$ cat src/rtl/aes_enc_word_loader_pkg.sv
// Shared types and constants for the AES job loader: FSM encoding, word geometry, word indices.
// Pure declarations; no timing or handshake of its own.
package aes_loader_pkg;

  typedef enum logic [1:0] {
    ST_IDLE      = 2'd0,
    ST_SEND      = 2'd1,
    ST_WAIT_DONE = 2'd2
  } state_e;

  localparam int          WORD_W  = 64;
  localparam int          N_WORDS = 7;
  localparam logic [31:0] HDR_LEN = 32'd6;

  localparam logic [2:0] IDX_HDR  = 3'd0;
  localparam logic [2:0] IDX_KEY0 = 3'd1;
  localparam logic [2:0] IDX_PT0  = 3'd5;
  localparam logic [2:0] IDX_LAST = 3'(N_WORDS - 1);

  // Header: marker, job tag, reserved zeros, count of payload words that follow.
  function automatic logic [WORD_W-1:0] hdr_word(input logic [7:0] magic, input logic [7:0] tag);
    return {magic, tag, 16'h0000, HDR_LEN};
  endfunction

endpackage

$ cat src/rtl/aes_enc_word_loader_if.sv
// Word write port into the AES core export input; a word moves when wr_valid=1 and wr_waitrequest=0.
// Master holds wr_data stable while the slave asserts wr_waitrequest.
interface aes_enc_word_loader_if;
  import aes_loader_pkg::*;

  logic [WORD_W-1:0] wr_data;
  logic              wr_valid;
  logic              wr_waitrequest;

  modport master (
    output wr_data,
    output wr_valid,
    input  wr_waitrequest
  );

  modport slave (
    input  wr_data,
    input  wr_valid,
    output wr_waitrequest
  );

endinterface

$ cat src/rtl/aes_enc_word_loader_word_mux.sv
// Combinational 7:1 word selector: header, four key words (MSW first), two plaintext words.
// Zero latency; no handshake, the caller decides when the selected word is captured.
module aes_loader_word_mux
  import aes_loader_pkg::*;
#(
  parameter logic [7:0] MAGIC = 8'hA5
) (
  input  logic [2:0]        idx,
  input  logic [255:0]      key,
  input  logic [127:0]      plaintext,
  input  logic [7:0]        tag,
  output logic [WORD_W-1:0] word
);

  always_comb begin
    word = '0;
    case (idx)
      IDX_HDR:           word = hdr_word(MAGIC, tag);
      IDX_KEY0:          word = key[255:192];
      IDX_KEY0 + 3'd1:   word = key[191:128];
      IDX_KEY0 + 3'd2:   word = key[127:64];
      IDX_KEY0 + 3'd3:   word = key[63:0];
      IDX_PT0:           word = plaintext[127:64];
      IDX_LAST:          word = plaintext[63:0];
      default:           word = '0;
    endcase
  end

endmodule

$ cat src/rtl/aes_enc_word_loader.sv
// Latches key/plaintext on start and streams 7 registered words (header first) to the AES core, then waits for core_done.
// Words appear the cycle after start/transfer; wr_data holds while wr_waitrequest=1; WAIT_DONE times out after TIMEOUT_CYCLES.
module aes_enc_word_loader
  import aes_loader_pkg::*;
#(
  parameter int         TIMEOUT_CYCLES = 1024,
  parameter logic [7:0] MAGIC          = 8'hA5
) (
  input  logic                  clk_clk,
  input  logic                  reset_reset,
  input  logic                  start,
  input  logic [255:0]          key,
  input  logic [127:0]          plaintext,
  aes_enc_word_loader_if.master wr,
  input  logic                  core_done,
  output logic                  busy,
  output logic                  done,
  output logic                  err,
  output logic [7:0]            tag
);

  localparam logic [1:0] IDLE      = ST_IDLE;
  localparam logic [1:0] SEND      = ST_SEND;
  localparam logic [1:0] WAIT_DONE = ST_WAIT_DONE;

  localparam int            TW     = (TIMEOUT_CYCLES > 2) ? $clog2(TIMEOUT_CYCLES) : 1;
  localparam logic [TW-1:0] T_LAST = TW'(TIMEOUT_CYCLES - 1);

  logic [1:0]        state;
  logic [2:0]        idx;
  logic [TW-1:0]     timer;
  logic [255:0]      key_q;
  logic [127:0]      pt_q;

  logic              accept;
  logic              xfer;
  logic [2:0]        mux_idx;
  logic [7:0]        mux_tag;
  logic [WORD_W-1:0] mux_word;

  // The done cycle is already IDLE, but the job has only just ended there, so start is refused.
  assign accept = (state == IDLE) && start && !done;
  assign xfer   = (state == SEND) && wr.wr_valid && !wr.wr_waitrequest;

  // The mux looks one word ahead so wr_data can be a register loaded on start/transfer.
  always_comb begin
    mux_idx = idx + 3'd1;
    mux_tag = tag;
    if (accept) begin
      mux_idx = IDX_HDR;
      mux_tag = tag + 8'd1;
    end
  end

  aes_loader_word_mux #(
    .MAGIC (MAGIC)
  ) u_word_mux (
    .idx       (mux_idx),
    .key       (key_q),
    .plaintext (pt_q),
    .tag       (mux_tag),
    .word      (mux_word)
  );

  always_ff @(posedge clk_clk) begin
    if (reset_reset) begin
      state       <= IDLE;
      idx         <= '0;
      timer       <= '0;
      key_q       <= '0;
      pt_q        <= '0;
      wr.wr_valid <= 1'b0;
      wr.wr_data  <= '0;
      busy        <= 1'b0;
      done        <= 1'b0;
      err         <= 1'b0;
      tag         <= '0;
    end else begin
      done <= 1'b0;
      case (state)
        IDLE: begin
          if (accept) begin
            key_q       <= key;
            pt_q        <= plaintext;
            tag         <= tag + 8'd1;
            err         <= 1'b0;
            idx         <= IDX_HDR;
            busy        <= 1'b1;
            wr.wr_valid <= 1'b1;
            wr.wr_data  <= mux_word;
            state       <= SEND;
          end
        end
        SEND: begin
          if (xfer) begin
            if (idx == IDX_LAST) begin
              wr.wr_valid <= 1'b0;
              timer       <= '0;
              state       <= WAIT_DONE;
            end else begin
              idx        <= idx + 3'd1;
              wr.wr_data <= mux_word;
            end
          end
        end
        WAIT_DONE: begin
          // core_done wins over the timeout when both land on the same cycle.
          if (core_done) begin
            state <= IDLE;
            done  <= 1'b1;
            busy  <= 1'b0;
          end else if (timer == T_LAST) begin
            state <= IDLE;
            done  <= 1'b1;
            err   <= 1'b1;
            busy  <= 1'b0;
          end else begin
            timer <= timer + 1'b1;
          end
        end
        default: state <= IDLE;
      endcase
    end
  end

endmodule
$ cat src/flat_wrapper.sv
// flat-port wrapper written by rule: the top's interface ports become plain ports
module aes_enc_word_loader_flat import aes_loader_pkg::*;
#(
  parameter int         TIMEOUT_CYCLES = 1024,
  parameter logic [7:0] MAGIC          = 8'hA5
)
  (clk_clk, reset_reset, start, key, plaintext, core_done, busy, done, err, tag, wr_wr_data, wr_wr_valid, wr_wr_waitrequest);
  aes_enc_word_loader_if wr_i ();
  input  logic clk_clk;
  input  logic reset_reset;
  input  logic start;
  input  logic [255:0] key;
  input  logic [127:0] plaintext;
  input  logic core_done;
  output logic busy;
  output logic done;
  output logic err;
  output logic [7:0] tag;
  output wire logic [$bits(wr_i.wr_data)-1:0] wr_wr_data;
  output wire logic [$bits(wr_i.wr_valid)-1:0] wr_wr_valid;
  input wire logic [$bits(wr_i.wr_waitrequest)-1:0] wr_wr_waitrequest;
  assign wr_wr_data = wr_i.wr_data;
  assign wr_wr_valid = wr_i.wr_valid;
  assign wr_i.wr_waitrequest = wr_wr_waitrequest;
  aes_enc_word_loader #(.TIMEOUT_CYCLES(TIMEOUT_CYCLES), .MAGIC(MAGIC)) u_core (.clk_clk(clk_clk), .reset_reset(reset_reset), .start(start), .key(key), .plaintext(plaintext), .wr(wr_i), .core_done(core_done), .busy(busy), .done(done), .err(err), .tag(tag));
endmodule
$ cat config.mk
export PLATFORM = sky130hd
export DESIGN_NAME = aes_enc_word_loader_flat
export DESIGN_NICKNAME = d
export VERILOG_FILES = /design/src/rtl/aes_enc_word_loader_pkg.sv /design/src/rtl/aes_enc_word_loader_if.sv /design/src/rtl/aes_enc_word_loader_word_mux.sv /design/src/rtl/aes_enc_word_loader.sv /design/src/flat_wrapper.sv
export SDC_FILE = /design/constraint.sdc
export NUM_CORES = 1
export LEC_CHECK = 0
export CAP_MARGIN = 20
export CORE_UTILIZATION = 25
export CTS_BUF_LIST = sky130_fd_sc_hd__clkbuf_8
export CTS_CLUSTER_DIAMETER = 50
export CTS_CLUSTER_SIZE = 14
export DETAILED_ROUTE_END_ITERATION = 10
export HOLD_SLACK_MARGIN = 0.06
export PLACE_DENSITY = 0.5
export SLEW_MARGIN = 20
export SYNTH_ARGS = -nofsm -noshare
export SYNTH_HDL_FRONTEND = slang
export SYNTH_SLANG_ARGS = --single-unit
$ cat constraint.sdc
create_clock -name clk_clk -period 4.1 [get_ports clk_clk]
set_input_delay 1.025 -clock clk_clk [delete_from_list [all_inputs] [get_ports clk_clk]]
set_output_delay 1.025 -clock clk_clk [all_outputs]
set_load 0.02 [all_outputs]
==> summary.md <==
| Metric | Value |
|---|---|
| P_leak | `about 9.6 nW` |
| Root Buffer | `clkbuf_8` |
| RSZ-0062 raised after global routing | `no` |
| Max FO, Critical Path | `27` |
| Commonest non-fill, non-tap cell in the layout | `nand2_1` |
| Routed met2 length | `between 30 and 40 mm` |
| Core area | `~0.078 mm2` |
| Worst EP required | `between 4 and 5 ns` |
| FMAX | `~0.34 GHz` |
| Setup Skew | `around 0.027 ns` |
| Syn. warnings | `0` |
| PortBufs | `about 460` |
| Initial cell density of the core | `25.3%` |
| Setup CP Type | `register to register` |
| Worst path max stage delay | `0.66 ns` |
| Routed Antenna Nets | `0` |
| Skew-Pair Late Insertion Delay | `around 0.70 ns` |
| EDFF count, synth | `0` |
| Commonest cells after routing, fill and taps aside | `nand2_1, dfxtp_1, clkdlybuf4s50_1` |
| Worst-case clock buffer depth | `3` |
| Most used DFF post-synth | `dfxtp_1` |
| Global-route wire length before repair | `119 mm` |
| Antenna violations before repair | `5` |
| Yosys cell types | `63` |
| Sequential share of the synthesized area | `between 40 and 50%` |
| Mapped Cells | `approximately 2600` |
| Data arrival, critical path | `3.61 ns` |
| Fillers | `approximately 8400` |
| Post-route cell area | `between 0.02 and 0.03 mm2` |
| CTS Buf Count | `60` |
| Peak VDD IR | `about 0.23 mV` |
| Post-synthesis register bit count | `475` |
| GRT Total Usage | `19.9%` |
| Global route overflow | `0` |
| Clk sinks | `about 480` |
| Crit start category | `register` |
| Placed instance area | `about 0.025 mm2` |
| Share of post-route cells with drive strength above 1 | `~6.3%` |
| Metal-1 WL | `between 30 and 40 mm` |
| Vias in the first global route | `between 15000 and 20000` |
| Number of max-cap violations | `0` |
| Htree depth | `2` |
| Nets | `3308` |
| Power, Total | `roughly 10 mW` |
| Cts hold-fix bufs | `0` |
| Min Hold Slack | `about 0.45 ns` |
| TritonCTS clock tree | `built` |
| Most used cell, CP | `buf_4` |
| Largest net degree at the start of global routing | `roughly 180` |
| Vias per inst | `between 4 and 5` |
| Post-CTS resize count | `0` |
| Dpl hpwl | `roughly 55 mm` |
| Post-CTS setup buffers | `0` |
| Syn Area/Cell | `roughly 7.7 um2` |
| Final hold violation count | `0` |
| # IOs | `465` |
| Sum Neg Setup Slack | `0 ns` |
| Initial DRC count | `1313` |
| Crit path capture type | `register` |
| Post-Syn Area | `0.0197 mm2` |
| Final setup viols | `0` |
| Net count after synthesis | `2955` |
| Slew HR | `around 34%` |
| Placer Congestion | `0.779` |
| Drt pass-1 iters | `7` |
| Die extent in x | `roughly 280 um` |
| Flop-to-flop setup slack | `between 1 and 1.5 ns` |
| Wire per inst | `approximately 20 um` |
| Worst Hold Class | `register to register` |
| Final Routed Wirelength | `82.2 mm` |
| Area delta synth->final | `35.5%` |
| Pwr/cell area | `390 mW/mm2` |
| Wire length on met3 | `roughly 4.7 mm` |
| Fin. max-slew vios | `0` |
| Min cycle time layout | `roughly 3.0 ns` |
| Worst slew pin tran | `between 0.9 and 1 ns` |
| Cell chain of the critical path | `inv_2 -> ha_4 -> buf_4 -> and2_2 -> buf_4 -> a22oi_1 -> o221ai_1 -> a22o_1` |
| Die footprint | `~0.080 mm2` |
| Crit share post-route | `just over 70%` |
| Status | `complete, no violations` |
| Row count | `approximately 100` |
| Top sig layer | `met4` |
| CP max stage cell | `and2_2` |
| Die height | `282 um` |
| Clock-pin slew on the worst setup and hold paths | `approximately 0.08 ns` |
| Drt drc | `0` |
| Detailed-route via count | `around 19000` |
| Async set-reset flop share out of synthesis | `0%` |
path summary, 6_finish.rpt:
| path | start | to | depth (start not counted) |
|---|---|---|---|
| worst min-delay path | u_core.key_q[36] | u_core.key_q[36] | 2 |
| worst max-delay path | u_core.idx[0] | u_core.wr.wr_data[60] | 8 |
| worst min register to register | u_core.key_q[36] | u_core.key_q[36] | 2 |
| worst max register to register | u_core.idx[0] | u_core.wr.wr_data[60] | 8 |
cell families after synthesis:
group | Yosys count | share of synthesized area (%)
AO/OA/AOI/OAI | 706 | 20.7
XOR/XNOR | 7 | 0.388
adder cells (fa/ha/maj) | 4 | 0.255
flip-flops | 475 | 48.4
multiplexers | 53 | 2.79
AND/OR/NAND/NOR | 1094 | 22.8
buffers and inverters | 223 | 4.72
critical path: cells and delay by family, from the launching register on:
kind                       cells  cell delay [ns]
buffers and inverters          3             0.87
and+or+nand+nor                1             0.66
AOI/OAI and AO/OA              3             0.53
adders and majority gates      1             0.46
DFF                            1             0.36
cell usage after synthesis (5+ instances only):
cell type / instances / area, um2
a22oi_1: 32 / 240
a21oi_1: 462 / 2310
mux2i_1: 47 / 470
nor2_1: 38 / 143
a221oi_1: 9 / 78.8
o21ai_0: 86 / 430
o22ai_1: 8 / 50.1
nand2_1: 880 / 3300
nand3_1: 60 / 300
clkbuf_1: 139 / 522
buf_1: 15 / 56.3
and3_1: 43 / 269
buf_2: 63 / 315
nand2b_1: 5 / 31.3
o211ai_1: 5 / 37.5
nor3_1: 37 / 185
a22o_1: 27 / 236
dfxtp_1: 475 / 9510
a32o_1: 24 / 240
a31oi_1: 8 / 50.1
o221ai_1: 22 / 193
area by class of cell:
type,instances,area [um2],area share (%)
sequential,475,9510,35.7
multi-input combinational,1864,9300,34.9
timing repair buffer,510,5090,19.1
tap,1040,1300,4.89
clock buffer,65,895,3.36
clock inverter,48,499,1.87
inverter,4,15.0,0.0564
antenna,5,12.5,0.0470
registers in the layout, indices dropped and copies added, names as in the netlist:
register,cells
u_core.key_q,256
u_core.tag,8
u_core.pt_q,128
u_core.wr.wr_data,64
u_core.timer,10
u_core.wr.wr_valid,1
u_core.err,1
u_core.done,1
u_core.state,2
u_core.idx,3
u_core.busy,1
through the flow:
| step | setup slack, ns | util (%) | cells |
|---|---|---|---|
| 2_1_floorplan | 1.09 | - | 2562 |
| 3_3_place_gp | 0.581 | 32.5 | 3893 |
| 3_5_place_dp | 0.558 | 32.5 | 3893 |
| 4_1_cts | 0.989 | 34.3 | 4006 |
| 5_1_grt | 0.919 | 34.3 | 4010 |
| 6_report | 1.13 | 34.3 | 4011 |
per-layer routing:
metal / global-route usage [%] / vias up
met3: 3.54 / 108
met2: 32.6 / 547
met1: 26.4 / 9234
met5: 0 / -
met4: 5.93 / 0
li1: - / 9451
where the power goes:
group / switching, mW / total [mW] / internal [mW]
registers: 0.136 / 5.00 / 4.86
clock network: 2.17 / 4.01 / 1.85
logic: 0.737 / 1.36 / 0.627
(Power assumes the default switching activity.)
